### config.mk
export PLATFORM = sky130hd
export DESIGN_NAME = mips_data_mem
export DESIGN_NICKNAME = d
export VERILOG_FILES = /design/src/rtl/mips_data_mem.sv
export SDC_FILE = /design/constraint.sdc
export NUM_CORES = 2
export LEC_CHECK = 0
export ABC_AREA = 1
export ABC_CLOCK_PERIOD_IN_PS = 4700
export CORE_ASPECT_RATIO = 1.75
export CORE_MARGIN = 2
export CORE_UTILIZATION = 57
export DETAILED_ROUTE_END_ITERATION = 10
export DONT_BUFFER_PORTS = 1
export PLACE_DENSITY = 0.71
export SYNTH_ARGS = -nofsm -noshare
export SYNTH_HDL_FRONTEND = slang
export SYNTH_SLANG_ARGS = --single-unit
export TNS_END_PERCENT = 20
### constraint.sdc
create_clock -name Clock -period 4.7 [get_ports Clock]
set_input_delay 0.47 -clock Clock [delete_from_list [all_inputs] [get_ports Clock]]
set_output_delay 0.47 -clock Clock [all_outputs]
set_load 0.005 [all_outputs]
### src/rtl/mips_data_mem.sv
// mips_data_mem: word-addressed data memory answering the MIPS_CPU load/store port.
// Ports: Clock, Reset (sync, active-high); addr/MemRead/MemWrite/wdata request in;
//        data (last read), Ready, DataValid, WriteAck, AccessErr status out.
module mips_data_mem #(
    parameter int          DEPTH     = 64,
    parameter int          AW        = 6,
    parameter logic [31:0] BASE_ADDR = 32'h0000_0000
) (
    input  logic        Clock,
    input  logic        Reset,
    input  logic [31:0] addr,
    input  logic        MemRead,
    input  logic        MemWrite,
    input  logic [31:0] wdata,
    output logic [31:0] data,
    output logic        Ready,
    output logic        DataValid,
    output logic        WriteAck,
    output logic        AccessErr
);

    localparam logic [0:0] CLEAR = 1'b0;
    localparam logic [0:0] IDLE  = 1'b1;

    localparam logic [AW-1:0] LAST = AW'(DEPTH - 1);

    logic [31:0]   mem [DEPTH];
    logic [0:0]    state;
    logic [AW-1:0] cnt;

    logic [31:0]   word_off;
    logic [AW-1:0] idx;
    logic          legal;
    logic          req;
    logic          rd_ok;
    logic          wr_ok;
    logic          err;

    // Subtraction result is only trusted once addr >= BASE_ADDR holds,
    // so addresses below the base never alias into the array.
    always_comb begin
        word_off = (addr - BASE_ADDR) >> 2;
        idx      = word_off[AW-1:0];
        legal    = (addr[1:0] == 2'b00)
                && (addr >= BASE_ADDR)
                && (word_off < 32'(DEPTH));
        req      = MemRead | MemWrite;
        rd_ok    = MemRead & ~MemWrite & legal;
        wr_ok    = MemWrite & ~MemRead & legal;
        err      = req & ((MemRead & MemWrite) | ~legal);
    end

    assign Ready = (state == IDLE);

    always_ff @(posedge Clock) begin
        if (Reset) begin
            state     <= CLEAR;
            cnt       <= '0;
            data      <= '0;
            DataValid <= 1'b0;
            WriteAck  <= 1'b0;
            AccessErr <= 1'b0;
        end else if (state == CLEAR) begin
            DataValid <= 1'b0;
            WriteAck  <= 1'b0;
            AccessErr <= 1'b0;
            cnt       <= cnt + 1'b1;
            if (cnt == LAST) begin
                state <= IDLE;
            end
        end else begin
            DataValid <= rd_ok;
            WriteAck  <= wr_ok;
            AccessErr <= err;
            if (rd_ok) begin
                data <= mem[idx];
            end
        end
    end

    // Array has no reset; the CLEAR sweep zeroes it instead.
    always_ff @(posedge Clock) begin
        if (!Reset) begin
            if (state == CLEAR) begin
                mem[cnt] <= '0;
            end else if (wr_ok) begin
                mem[idx] <= wdata;
            end
        end
    end

endmodule

Word-level counts from Yosys, hierarchy flattened
Memories as Yosys holds them, arrays and structs flattened. A register that Yosys moved wholly into a read port is not among the register bits.
Index checks and enable logic that the tools add are counted.
{ "word_totals": {"ff_bits": 10, "latchBits": 0, "mem_bits_rw": 2048, "mem_bits_ro": 0, "input_bits": 68, "n_memories": 1} }
{ "classes": {"add_sub_neg": 1, "n_mul": 0, "div": 0, "magnitude_cmp": 2, "eq_ne": 1, "shifts": 0, "n_mux": 12, "bitwise_logic": 12, "n_reduce_logical": 6} }
{ "memory_table": {"columns": ["name", "words", "word_bits", "read_ports", "rd_ports_with_merged_regs", "wr", "line", "text"], "rows": [
  ["mem", 64, 32, 1, 1, 1, "27", "logic [31:0] mem [DEPTH];"]
]} }
{ "op_table": {"columns": ["operator", "count"], "rows": [
  [">= comparator 32 x 1 -> 1 bit (second input constant)", 1],
  ["2-to-1 mux 32 bit", 1],
  ["OR reduction 32 bit", 1],
  ["< comparator 30 x 7 -> 1 bit (second input constant)", 1],
  ["2-to-1 mux 1 bit", 10],
  ["adder 6 x 1 -> 6 bit (second input constant)", 1],
  ["bitwise AND 1 bit", 6],
  ["== test 6 bit (second input constant)", 1],
  ["2-to-1 mux 6 bit", 1],
  ["NOT 1 bit", 4],
  ["logical AND 1 bit", 2],
  ["logical NOT 2 bit", 1],
  ["bitwise OR 1 bit", 2],
  ["AND reduction 2 bit", 1],
  ["OR reduction 2 bit", 1]
]} }

Longest topological paths before layout
{ "depth": {"depth_word": 10, "mapped_depth": 14} }

Worst setup path before layout
No wires, ideal clock.
{ "synth_timing": {"kind": "input -> register", "start": "in addr[27]", "end": "mem mem[0][22], data pin", "setup_time_ns": 0.500, "arrival_ns": 3.032, "required_time_ns": 4.200, "setup_slack_ns": 1.168, "cell_stages": 9, "path_buffers": 3, "cell_sequence": "nor2_1 -> nand3_1 -> nand3b_1 -> nor2_2 -> nand2_2 -> buf_6 -> buf_6 -> clkbuf_1 -> nor2_1"} }
{ "synth_between": {"elab_chain_cells": 10, "elab_cells_between_ends": 11, "classes_between": "2 x order compare; 5 x mux; 1 x bitwise; 3 x reduce/logical"} }
{ "synth_lines": {"columns": ["element", "line", "text"], "rows": [
  ["start: declaration", "11", "input logic [31:0] addr,"],
  [">= comparator 32 x 1 -> 1 bit", "45", "&& (addr >= BASE_ADDR)"],
  ["logical AND 1 bit", "45", null],
  ["logical AND 1 bit (*)", "46", "&& (word_off < 32'(DEPTH));"],
  ["bitwise AND 1 bit (*)", "49", "wr_ok = MemWrite & ~MemRead & legal;"],
  ["2-to-1 mux 1 bit (*)", "86", "end else if (wr_ok) begin"],
  ["2-to-1 mux 1 bit (*)", "84", "if (state == CLEAR) begin"],
  ["2-to-1 mux 1 bit (*)", "83", "if (!Reset) begin"],
  ["2-to-1 mux 1 bit (not written as such) (*)", "87", "mem[idx] <= wdata;"],
  ["OR reduction 32 bit (no line) (*)", null, null],
  ["2-to-1 mux 32 bit (no line) (*)", null, null],
  ["end: declaration", "27", null]
]} }
Every way passes the cells marked *; elsewhere a longest branch is shown, timed or not.

Worst setup path after layout
{ "layout_timing": {"start": "in addr[2]", "end": "mem mem[26][10], enable pin"} }
{ "layout_between": {"elab_chain_cells": 10, "elab_cells_between_ends": 12, "classes_between": "2 x order compare; 6 x mux; 1 x bitwise; 3 x reduce/logical"} }
{ "layout_lines": {"columns": ["element", "line"], "rows": [
  [">= comparator 32 x 1 -> 1 bit", "45"],
  ["logical AND 1 bit", "45"],
  ["logical AND 1 bit", "46"],
  ["bitwise AND 1 bit", "49"],
  ["2-to-1 mux 1 bit", "86"],
  ["2-to-1 mux 1 bit", "84"],
  ["2-to-1 mux 1 bit", "83"],
  ["2-to-1 mux 1 bit (not written as such)", "87"],
  ["OR reduction 32 bit (no line)", null],
  ["2-to-1 mux 6 bit (no line) / 2-to-1 mux 1 bit (equally long branches)", null]
]} }
Several ways; a longest one is shown, not always the timed one.

==> impl_metrics.ini <==
[floorplanning]
dieArea_mm2 = 0.150
start_util_pct = 57.5
fp.dieW_um = 293
fp.coreArea_mm2 = 0.145
die_y_um = 511
fp-row-count = 185
io_pins = 104

[clocking]
htree_levels = 4
cts-root-buf = clkbuf_16
cts_tree = built
cts_buffers = 169
postCtsSetupBuffers = 0
clkTransAtPathRegs_ns = 0.07
insertion_delay_ns = 0.82
clock_sinks = 2090
cts_buffer_depth = 3

[pwr]
ir_drop_mv = 0.246
leakage_nw = 32.4
finalPower_mw = 35.4
p_per_area_mw_per_mm2 = 387

[synth]
synth_cell_types = 30
synth_top_area_cell = edfxtp_1
synth_area_per_cell_um2 = 12.0
yosys_warnings = 0
netlist_instances = 6952
ys_seq_elements = 2090
synth_area_mm2 = 0.0836
synth_nets = 7021
synthTopCellsByArea = edfxtp_1, nand3_1, nand2_1
yosysSeqAreaShare_pct = 74.6
synth_top_area_share_pct = 73.6

[global_route]
grt_use_met3_pct = 5.47
grt-ovfl-total = 0
antenna_found_initial = 7
met2_usage_pct = 49.4
grt_max_degree = 1027
grt_pass1_vias = 51619
grt.total_usage_pct = 30.3
grt_pass1_wl_um = 333000
top_usage_layer = met2
met1_usage_pct = 37.5

[route]
vias = 54851
dr.pass1.iters = 8
drtIter0Drc = 7523
wl_per_cell_um = 26.0
detail-route-antenna-nets = 0
wl_um = 230000
vias_per_cell = 6.21
drc_errors = 0

[setup_path]
crit_path_start_kind = input pin
endpoint_kind = register
path_max_fanout = 1026
cp_data_required_time_ns = 5.13
critPathKind = in2reg
critical_path_arrival_ns = 4.90

[outcome]
outcome = complete, but fails checks
violations = max-slew violations

[cells_and_area]
layout_common_cells = nand2_1, edfxtp_1, nand3_1
layout-drive-gt1-share_pct = 7.46
syn_to_final_growth_pct = 9.52
fin_nets = 6893
n_fill_cell = 10580
final_core_util_pct = 63.0
final_common_cell = nand2_1

[timing]
holdWs_ns = 0.0532
worstMarginPinSlew_ns = 2.64
rsz0062_at_grt = no
max_freq_mhz = 224
skew_ns = 0.0280
slew_viol_final = 919
finalCriticalPeriod_ns = 4.47
finalHoldViolCount = 0
slew_headroom_pct = -76.0
finalSetupViolCount = 0
worst_slack_ns = 0.230
post-route-period-util_pct = 95.1
final.setup.tns_ns = 0

[flow_run]
cap_violations = 0

[placement]
hpwl_um = 125000
gp_congestion = 0.902
post-place-ws_ns = 1.16
port-buffer-count = 0

[min_path]
hold_class = in2reg
==> synth_stat cells (all sizes together) <==
library cell,n
clkbuf,229
inv,52
edfxtp,2048
clkinv,1
o211ai,1
buf,233
a21oi,33
dfxtp,42
nand3,1979
nor3,5
nand3b,1
nand2,2155
ha,1
a31oi,1
nor2,122
o21ai,44
o41ai,1
o21a,2
nor4,2
==> per-stage QoR <==
step           instances  area [µm²]
3_3_place_gp        8516       86300
6_report            8833       91500
4_1_cts             8830       91500
2_1_floorplan       6952       83600
5_1_grt             8831       91500
3_5_place_dp        8516       86300
==> cells by family (layout without fill, tap and decap cells) <==
group	after synthesis	count (layout)	share of synthesized area, %
and+or+nand+nor	4264	4264	22.3
AOI/OAI and AO/OA	82	82	0.515
other	0	3	0
buffers and inverters	515	523	2.58
adders and majority gates	1	1	0.0150
DFF	2090	2090	74.6
==> worst max-delay path, cell delays in order <==
cell     delay, ns
inv_8         1.41
o21ai_1       0.23
nor2_4        0.28
nand2_4       0.31
nor2_4        0.88
==> layer usage <==
| metal | wire length [µm] | vias to the layer above | part of all wire (%) |
|---|---|---|---|
| li1 | - | 24461 | - |
| met1 | 79600 | 26706 | 35 |
| met2 | 110000 | 3044 | 48 |
| met3 | 22500 | 638 | 9.8 |
| met4 | 17200 | 2 | 7.5 |
| met5 | 9 | - | 0.0039 |
==> worst paths after layout <==
kind | from | end | slack (ns) | cells after the start
hold / removal | wdata[7] | mem[30][7] | 0.05 | 2
hold reg to reg | cnt[4] | Ready | 0.53 | 2
setup reg to reg | Ready | mem[29][30] | 1.43 | 11
setup / recovery | addr[2] | mem[26][10] | 0.23 | 5
==> registers in the layout, summed over array words and instances, names as in the netlist <==
register,flops
mem,2048
data,32
cnt,6
DataValid,1
WriteAck,1
Ready,1
AccessErr,1
==> repair_timing <==
action                                 CTS  global route
endpoints found under the hold margin   22             0
gates resized for setup                  0             0
hold buffers                             7             0
==> where the power goes <==
| part | internal [mW] | total, mW | switching, mW |
|---|---|---|---|
| clock | 7.11 | 13.6 | 6.47 |
| combinational | 0.481 | 1.62 | 1.14 |
| sequential | 20.2 | 20.2 | 0.0120 |
| total | 27.8 | 35.4 | 7.63 |
==> layout make-up <==
cell class / count / area [µm²] / area share, %
multi-input combinational: 4347 / 19800 / 21.6
timing repair buffer: 163 / 1650 / 1.81
antenna: 3 / 7.51 / 0.00820
tap: 1870 / 2340 / 2.56
clock inverter: 98 / 681 / 0.744
sequential: 2090 / 62300 / 68.1
inverter: 53 / 226 / 0.247
clock buffer: 209 / 4470 / 4.89
Note: power is estimated with default switching activity, not from simulation.
